$ cat src/rtl/spi_sd_pkg.sv
// Shared command codes, FSM state encoding and counter sizing for the SD-card SPI master.
// No logic of its own.
package spi_sd_pkg;

  typedef enum logic [1:0] {
    CMD_PUT  = 2'd0,
    CMD_INIT = 2'd1,
    CMD_CE0  = 2'd2,
    CMD_CE1  = 2'd3
  } cmd_e;

  typedef enum logic [1:0] {
    ST_IDLE = 2'd0,
    ST_LOW  = 2'd1,
    ST_HIGH = 2'd2,
    ST_FIN  = 2'd3
  } state_e;

  localparam int PUT_BITS = 8;

  // A PUT needs 3 bits; INIT may need more.
  function automatic int bitcnt_w(input int init_clks);
    int w;
    w = $clog2(init_clks);
    return (w < 3) ? 3 : w;
  endfunction

endpackage

$ cat src/rtl/spi_clkdiv.sv
// Phase tick generator: tick on the last of every DIV cycles while run is high.
// Restarts from zero on each tick and whenever run drops; no backpressure.
module spi_clkdiv #(
  parameter int DIV = 2
) (
  input  logic clock,
  input  logic reset,
  input  logic run,
  output logic tick
);

  localparam int W = (DIV > 1) ? $clog2(DIV) : 1;

  logic [W-1:0] cnt;

  assign tick = run && (cnt == W'(DIV - 1));

  always_ff @(posedge clock) begin
    if (reset || !run || tick) cnt <= '0;
    else                       cnt <= cnt + W'(1);
  end

endmodule

$ cat src/rtl/spi_sd.sv
// SPI mode-0 master for an SD card: byte PUT, INIT clock burst, chip-select control.
// PUT busy 16*DIV cycles, INIT 2*INIT_CLKS*DIV; strobes ignored unless idle.
module spi_sd
  import spi_sd_pkg::*;
#(
  parameter int DIV       = 2,
  parameter int INIT_CLKS = 80
) (
  input  logic       clock,
  input  logic       reset,
  input  logic       spi,
  input  logic [1:0] spi_ctl,
  input  logic [7:0] spi_cmd,
  output logic [7:0] dout,
  output logic       busy,
  output logic       done,
  output logic       sd_clk,
  output logic       sd_mosi,
  input  logic       sd_miso,
  output logic       sd_cs
);

  localparam int CW = bitcnt_w(INIT_CLKS);

  state_e        state, state_nxt;
  cmd_e          cmd;
  logic          run, tick, is_init, last_bit, start;
  logic [7:0]    shreg, rxreg;
  logic [CW-1:0] bitcnt;

  assign cmd      = cmd_e'(spi_ctl);
  assign run      = (state == ST_LOW) || (state == ST_HIGH);
  assign busy     = run;
  assign done     = (state == ST_FIN);
  assign start    = spi && ((cmd == CMD_PUT) || (cmd == CMD_INIT));
  assign last_bit = is_init ? (bitcnt == CW'(INIT_CLKS - 1))
                            : (bitcnt == CW'(PUT_BITS - 1));

  spi_clkdiv #(.DIV(DIV)) u_clkdiv (
    .clock (clock),
    .reset (reset),
    .run   (run),
    .tick  (tick)
  );

  always_ff @(posedge clock) begin
    if (reset) state <= ST_IDLE;
    else       state <= state_nxt;
  end

  always_comb begin
    state_nxt = state;
    case (state)
      ST_IDLE: if (start) state_nxt = ST_LOW;
      ST_LOW:  if (tick)  state_nxt = ST_HIGH;
      ST_HIGH: if (tick)  state_nxt = last_bit ? ST_FIN : ST_LOW;
      ST_FIN:             state_nxt = ST_IDLE;
      default:            state_nxt = ST_IDLE;
    endcase
  end

  // INIT loads all-ones so the shared MOSI shift path keeps the line high.
  always_ff @(posedge clock) begin
    if (reset) begin
      sd_clk  <= 1'b0;
      sd_mosi <= 1'b1;
      sd_cs   <= 1'b1;
      dout    <= 8'h00;
      shreg   <= 8'hFF;
      rxreg   <= 8'h00;
      bitcnt  <= '0;
      is_init <= 1'b0;
    end else begin
      case (state)
        ST_IDLE: begin
          if (spi) begin
            case (cmd)
              CMD_PUT: begin
                shreg   <= spi_cmd;
                sd_mosi <= spi_cmd[7];
                is_init <= 1'b0;
                bitcnt  <= '0;
              end
              CMD_INIT: begin
                shreg   <= 8'hFF;
                sd_mosi <= 1'b1;
                sd_cs   <= 1'b1;
                is_init <= 1'b1;
                bitcnt  <= '0;
              end
              CMD_CE0: sd_cs <= 1'b0;
              CMD_CE1: sd_cs <= 1'b1;
              default: ;
            endcase
          end
        end
        ST_LOW: begin
          if (tick) begin
            sd_clk <= 1'b1;
            rxreg  <= {rxreg[6:0], sd_miso};
          end
        end
        ST_HIGH: begin
          if (tick) begin
            sd_clk <= 1'b0;
            if (last_bit) begin
              sd_mosi <= 1'b1;
              if (!is_init) dout <= rxreg;
            end else begin
              sd_mosi <= shreg[6];
              shreg   <= {shreg[6:0], 1'b1};
              bitcnt  <= bitcnt + CW'(1);
            end
          end
        end
        default: ;
      endcase
    end
  end

endmodule

$ cat config.mk
export PLATFORM = sky130hd
export DESIGN_NAME = spi_sd
export DESIGN_NICKNAME = d
export VERILOG_FILES = /design/src/rtl/spi_sd_pkg.sv /design/src/rtl/spi_clkdiv.sv /design/src/rtl/spi_sd.sv
export SDC_FILE = /design/constraint.sdc
export NUM_CORES = 1
export LEC_CHECK = 0
export CAP_MARGIN = 20
export CORE_MARGIN = 8
export CORE_UTILIZATION = 47
export DETAILED_ROUTE_END_ITERATION = 8
export PLACE_DENSITY = 0.74
export SLEW_MARGIN = 20
export SYNTH_ARGS = -nofsm -noshare
export SYNTH_HDL_FRONTEND = slang
export SYNTH_SLANG_ARGS = --single-unit
$ cat constraint.sdc
create_clock -name clock -period 1.9 [get_ports clock]
set_input_delay 0.38 -clock clock [delete_from_list [all_inputs] [get_ports clock]]
set_output_delay 0.38 -clock clock [all_outputs]
set_load 0.005 [all_outputs]
==> flow_metrics.env, run 1 <==
export IMPL_status="finished, final reports clean"
export IMPL_crit_chain="buf_4, ha_1, or2_1, a222oi_1, buf_4, nor2_1, a211oi_2"
export IMPL_min_path_type="flop to flop"
export IMPL_critPathMaxStageDelay_ns=0.34
export IMPL_p_leak_uw=0.00107
export IMPL_maxCapViolations=0
export IMPL_dr_pass1_iters=4
export IMPL_syn2layout_area_growth_pct=32.6
export IMPL_syn_inst=191
export IMPL_nNetsFinal=251
export IMPL_p_comb_share_pct=34.0
export IMPL_drtIter0Drc=81
export IMPL_drive_above_1_share_pct=15.0
export IMPL_port_buffers=26
export IMPL_fmax_mhz=572
export IMPL_post_drt_wl_per_cell_um=13.5
export IMPL_worstSetupPathType="flop to flop"
export IMPL_syn_area_per_cell_um2=8.97
export IMPL_dpl_instance_area_um2=2130
export IMPL_yosysSeqAreaShare_pct=43.2
export IMPL_yosysTopAreaCellShare_pct=43.2
export IMPL_irDropWorstVdd_mv=0.569
export IMPL_die_y_um=76.4
export IMPL_viasPerCell=5.30
export IMPL_crit_arrival_ns=2.02
export IMPL_reg2reg_to="state[0]"
export IMPL_syn_area_um2=1710
export IMPL_synthMostInstantiatedCell="dfxtp_1"
export IMPL_yosysTopAreaCell="dfxtp_1"
export IMPL_dieArea_um2=5830
export IMPL_grt_pass1_vias=1436
export IMPL_p_int_uw=1690
export IMPL_ys_types=37
export IMPL_clock_sinks=37
export IMPL_worstRegToRegCells=7
export IMPL_cts_root_buffer="clkbuf_4"
export IMPL_cts_buffers=5
export IMPL_relSlewSlack_pct=60.0
export IMPL_setup_worst_path_start_class="flop"
export IMPL_total_power_uw=2410
export IMPL_fill_cells=328
export IMPL_drtAntennaViolNets=0
export IMPL_grt_start_max_net_pins=22
export IMPL_route_detailed_drc=0
export IMPL_grt_pass1_wl_um=6440
export IMPL_critPathCaptureType="flop"
export IMPL_clock_power_share_pct=27.9
export IMPL_worst_path_most_repeated_cell="buf_4"
export IMPL_grt_ovfl_total=0
export IMPL_utilization_pct=63.5
export IMPL_diodes=0
export IMPL_holdBufCountCts=0
export IMPL_ys_top_cells_by_area="dfxtp_1 (43%), mux2i_1 (14%), nor2_1 (7.0%)"
export IMPL_hpwlAfterDp_um=2760
export IMPL_num_vias=1489
export IMPL_finClkSkew_ns=0.00924
export IMPL_holdWs_ns=0.486
export IMPL_min_period_over_period_pct=92.1
export IMPL_ys_dominant_reg_cell="dfxtp_1"
export IMPL_row_count=22
export IMPL_worstPathMaxFanout=4
export IMPL_crit_slowest_cell="dfxtp_2"
export IMPL_grt_usage_pct=13.1
export IMPL_syn_num_nets=210
export IMPL_crit_end="state[0]"
export IMPL_routed_wl_met3_um=123
export IMPL_design_area_um2=2270
export IMPL_hold_viol=0
export IMPL_p_seq_share_pct=38.1
export IMPL_initial_core_util_pct=47.9
export IMPL_drv_slew=0
export IMPL_clk_latency_ns=0.35
export IMPL_clockBufferDepth=2
export IMPL_die_w_um=76.4
export IMPL_ff2ff_setup_slack_ns=0.15
export IMPL_powerDensity_nw_per_um2=1060
export IMPL_cts_clk_slew_worst_paths_ns=0.11
export IMPL_wl_met1_um=1770
export IMPL_tightest_slew_ns=0.598
export IMPL_async_flop_share_pct=0
export IMPL_routed_top_layer="met4"
export IMPL_ys_ff_latch=37
export IMPL_htree_levels=2
export IMPL_cts_tree="built"
export IMPL_swShare_pct=30.0
export IMPL_reg2reg_from="state[0]"
export IMPL_setup_viol=0
export IMPL_wl_met2_um=1870
export IMPL_ys_top_cells_by_count="dfxtp_1 (37), nor2_1 (32), mux2i_1 (24)"
export IMPL_fin_crit_ns=1.75
export IMPL_core_area_um2=3580
export IMPL_ios=27
export IMPL_synth_edff_count=0
export IMPL_switchingPower_uw=722
export IMPL_rsz0062_at_grt="true"
export IMPL_cp_startpoint="state[0]"
export IMPL_required_ns=2.17
export IMPL_gp_congestion=0.823
export IMPL_antenna_found_initial=0
export IMPL_ys_warnings_count=0
export IMPL_drt_total_wl_um=3800
[power by group through the flow]
stage | Sequential, µW | Combinational (µW) | Clock, µW
floorplan | 924 | 450 | 0
finish | 916 | 820 | 672
CTS | 915 | 799 | 688
global route | 928 | 898 | 728
detailed placement | 930 | 764 | 0
global placement | 928 | 766 | 0
[per-stage QoR]
stage / setup TNS, ns / instances / setup slack [ns]
2_1_floorplan: 0 / 191 / 0.137
3_3_place_gp: 0 / 272 / 0.0132
3_5_place_dp: -0.0272 / 272 / -0.0178
4_1_cts: 0 / 281 / 0.0432
5_1_grt: -0.00595 / 281 / -0.00595
6_report: 0 / 281 / 0.151
[kinds of logic after synthesis]
kind of cell	count (synthesis)	share of synthesized area, %
AOI/OAI and AO/OA	36	14.1
DFF	37	43.2
buffers and inverters	19	4.24
adders and majority gates	5	3.65
and+or+nand+nor	69	20.1
muxes	25	14.7
[routing by layer]
metal | global-route usage, % | up-vias
met2 | 23.2 | 20
met4 | 3.46 | 0
met1 | 14.7 | 704
met3 | 4.13 | 5
met5 | 0 | -
li1 | - | 760
[cell type report]
cell class,count,area (µm²),area share (%)
multi-input combinational,135,930,40.9
sequential,37,743,32.7
timing repair buffer,42,394,17.4
clock inverter,3,65.1,2.87
tap,48,60.1,2.64
inverter,11,41.3,1.82
clock buffer,5,37.5,1.65
[state kept, by name, indices dropped and copies added, names as in the netlist]
signal and flops:
shreg 7, sd_cs 1, state 2, bitcnt 7, u_clkdiv.cnt 1, sd_clk 1, sd_mosi 1, is_init 1
rxreg 8, dout 8
[layout by cell type, fill, tap and decap left out, drive strengths merged, types with 2 or more instances in the layout]
cell            n
a21oi          13
or3             3
bufinv          2
or2             2
dfxtp          37
mux2i          24
nor2           32
nand2b          2
clkbuf          5
and2            2
nand4           4
inv            11
o211ai          2
o21ai           4
nand2           8
ha              5
buf            16
and3            3
nor3            3
a211oi         10
clkdlybuf4s50  24
nand3           5
[worst min-delay path by stage]
stage	from	endpoint	slack, ns	depth (start not counted)
6_report	sd_cs	sd_cs	0.49	2
5_1_grt	sd_cs	sd_cs	0.51	2
4_1_cts	sd_cs	sd_cs	0.49	2
3_5_place_dp	sd_cs	sd_cs	0.46	2
3_3_place_gp	sd_cs	sd_cs	0.46	2
2_1_floorplan	u_clkdiv.cnt	u_clkdiv.cnt	0.45	1
[worst max-delay path: cells and delay by family (launching register included)]
family	cells	cell delay [ns]
AOI/OAI and AO/OA	2	0.50
and+or+nand+nor	2	0.25
buffers and inverters	2	0.34
DFF	1	0.34
adders and majority gates	1	0.23
[timing repair]
item / 4_1_cts / 5_1_grt
gates resized for setup: 5 / 5
pin swaps: 0 / 1
endpoints found under the hold margin: 0 / 0
setup endpoints to repair: 1 / 11
buffers inserted: 1 / 0
(Power assumes the default switching activity.)
==> inputs of run 2 (changes only) <==
--- a/config.mk
+++ b/config.mk
@@ -10,6 +10,7 @@
 export CORE_UTILIZATION = 47
 export DETAILED_ROUTE_END_ITERATION = 8
 export PLACE_DENSITY = 0.74
+export RECOVER_POWER = 25
 export SLEW_MARGIN = 20
 export SYNTH_ARGS = -nofsm -noshare
 export SYNTH_HDL_FRONTEND = slang
==> run 2 against run 1 <==
Utilization down 0.070 points. Register-to-register slack is essentially flat. Global-route usage stayed put. First-iteration DRC count is 8.6% higher. Sequential power hardly changed. Largest power group unchanged.
==> flow_metrics.env, run 2 (synthesis results as in run 1) <==
export IMPL_fin_tns_setup_ns=0
export IMPL_grt_ovfl_total=0
export IMPL_route_detailed_drc=0
export IMPL_required_ns=2.15
export IMPL_reg2reg_to="bitcnt[2]"
export IMPL_worstPathMaxFanout=6
export IMPL_diodes=0
export IMPL_drt_total_wl_um=3790
export IMPL_tightest_slew_ns=0.601
export IMPL_rsz0062_at_grt="true"
export IMPL_relSlewSlack_pct=59.8
export IMPL_initial_core_util_pct=47.9
export IMPL_cts_clk_slew_worst_paths_ns=0.11
export IMPL_worstRegToRegCells=7
export IMPL_layout_commonest_cell="dfxtp_1"
export IMPL_holdWs_ns=0.486
export IMPL_finClkSkew_ns=0.00880
export IMPL_holdPathEnd="sd_cs"
export IMPL_gp_congestion=0.823
export IMPL_irDropWorstVdd_mv=0.568
export IMPL_drtAntennaViolNets=0
export IMPL_post_drt_wl_per_cell_um=13.5
export IMPL_worstSetupPathType="flop to flop"
export IMPL_dieArea_um2=5830
export IMPL_clockBufferDepth=2
export IMPL_setup_worst_path_start_class="flop"
export IMPL_min_path_type="flop to flop"
export IMPL_grt_pass1_vias=1436
export IMPL_die_y_um=76.4
export IMPL_min_period_over_period_pct=92.7
export IMPL_critPathCaptureType="flop"
export IMPL_clk_latency_ns=0.35
export IMPL_row_count=22
export IMPL_grt_start_max_net_pins=22
export IMPL_utilization_pct=63.4
export IMPL_min_from="sd_cs"
export IMPL_fin_crit_ns=1.76
export IMPL_drtIter0Drc=88
export IMPL_cts_tree="built"
export IMPL_status="finished, final reports clean"
export IMPL_drv_slew=0
export IMPL_htree_levels=2
export IMPL_syn2layout_area_growth_pct=32.4
export IMPL_ff2ff_setup_slack_ns=0.14
export IMPL_cts_buffers=5
export IMPL_maxCapViolations=0
export IMPL_die_w_um=76.4
export IMPL_clock_sinks=37
export IMPL_total_power_uw=2400
export IMPL_hold_viol=0
export IMPL_grt_pass1_wl_um=6440
export IMPL_fill_cells=329
export IMPL_port_buffers=26
export IMPL_cts_root_buffer="clkbuf_4"
export IMPL_holdBufCountCts=0
export IMPL_fmax_mhz=568
export IMPL_nNetsFinal=251
export IMPL_final_cell_mix="dfxtp_1 (35), nor2_1 (32), mux2i_1 (24)"
export IMPL_antenna_found_initial=0
export IMPL_num_vias=1485
export IMPL_drive_above_1_share_pct=14.6
export IMPL_core_area_um2=3580
export IMPL_hpwlAfterDp_um=2760
export IMPL_grt_usage_pct=13.1
export IMPL_reg2reg_from="state[1]"
export IMPL_viasPerCell=5.28
export IMPL_top_regs="dout: 8 flops, rxreg: 8 flops"
export IMPL_min_path_cells=2
export IMPL_crit_arrival_ns=2.02
export IMPL_dr_pass1_iters=4
export IMPL_p_leak_uw=0.00109
export IMPL_setup_viol=0
export IMPL_powerDensity_nw_per_um2=1060
export IMPL_ios=27
==> run 2: timing repair <==
action | CTS | global route
hold endpoints to repair | 0 | 0
gates resized for setup | 5 | 5
pin swaps | 0 | 1
endpoints found under the setup margin | 1 | 11
buffers inserted | 1 | 0
==> run 2: routing by layer <==
metal,GRT usage [%],wire [µm],up-vias
li1,-,-,761
met1,14.7,1760,697
met2,23.2,1870,22
met3,4.13,126,5
met4,3.46,36,0
met5,0,0,-
==> run 2: final cells by class <==
| cell class | count | area (µm²) | area share, % |
|---|---|---|---|
| repair buffers | 42 | 392 | 17.3 |
| inverters | 11 | 41.3 | 1.82 |
| flip-flops and latches | 37 | 743 | 32.8 |
| clock inverters | 3 | 65.1 | 2.87 |
| multi-input cells | 135 | 930 | 41.0 |
| well taps | 48 | 60.1 | 2.65 |
| clock buffers | 5 | 37.5 | 1.65 |
==> run 2: worst max-delay path by stage <==
stage,slack [ns],depth (start not counted),start,end
floorplan,0.14,7,state[0],bitcnt[5]
finish,0.14,7,state[1],bitcnt[2]
global placement,0.01,5,spi,bitcnt[5]
global route,-0.006,7,state[0],state[0]
detailed placement,-0.02,6,spi,state[0]
CTS,0.04,7,state[0],shreg[5]
==> run 2: worst max-delay path, stage by stage, from the launching register on <==
cell and delay (ns):
dfxtp_2 0.35, buf_4 0.14, ha_4 0.17, mux2_1 0.32, a21bo_1 0.24, buf_4 0.14
nor2_1 0.06, a211oi_1 0.26
==> run 2: power by group <==
group	leakage [µW]	switching (µW)	internal, µW
sequential	0.000301	52.5	864
combinational	0.000733	405	409
clock	0.0000552	266	407
==> run 2: through the flow <==
stage                     instances  setup WS, ns  instance area [µm²]
final                           281         0.139                 2270
after detailed placement        272       -0.0178                 2130
after global placement          272        0.0132                 2130
after CTS                       281        0.0432                 2250
after floorplan                 191         0.137                 1710
after global routing            281      -0.00595                 2270
==> inputs of run 3 (changes only) <==
--- a/config.mk
+++ b/config.mk
@@ -9,6 +9,7 @@
 export CORE_MARGIN = 8
 export CORE_UTILIZATION = 47
 export DETAILED_ROUTE_END_ITERATION = 8
+export GPL_ROUTABILITY_DRIVEN = 0
 export PLACE_DENSITY = 0.74
 export RECOVER_POWER = 25
 export SLEW_MARGIN = 20
==> results of run 3 <==
No change in the layout: final DEF, timing and power equal those of run 2.
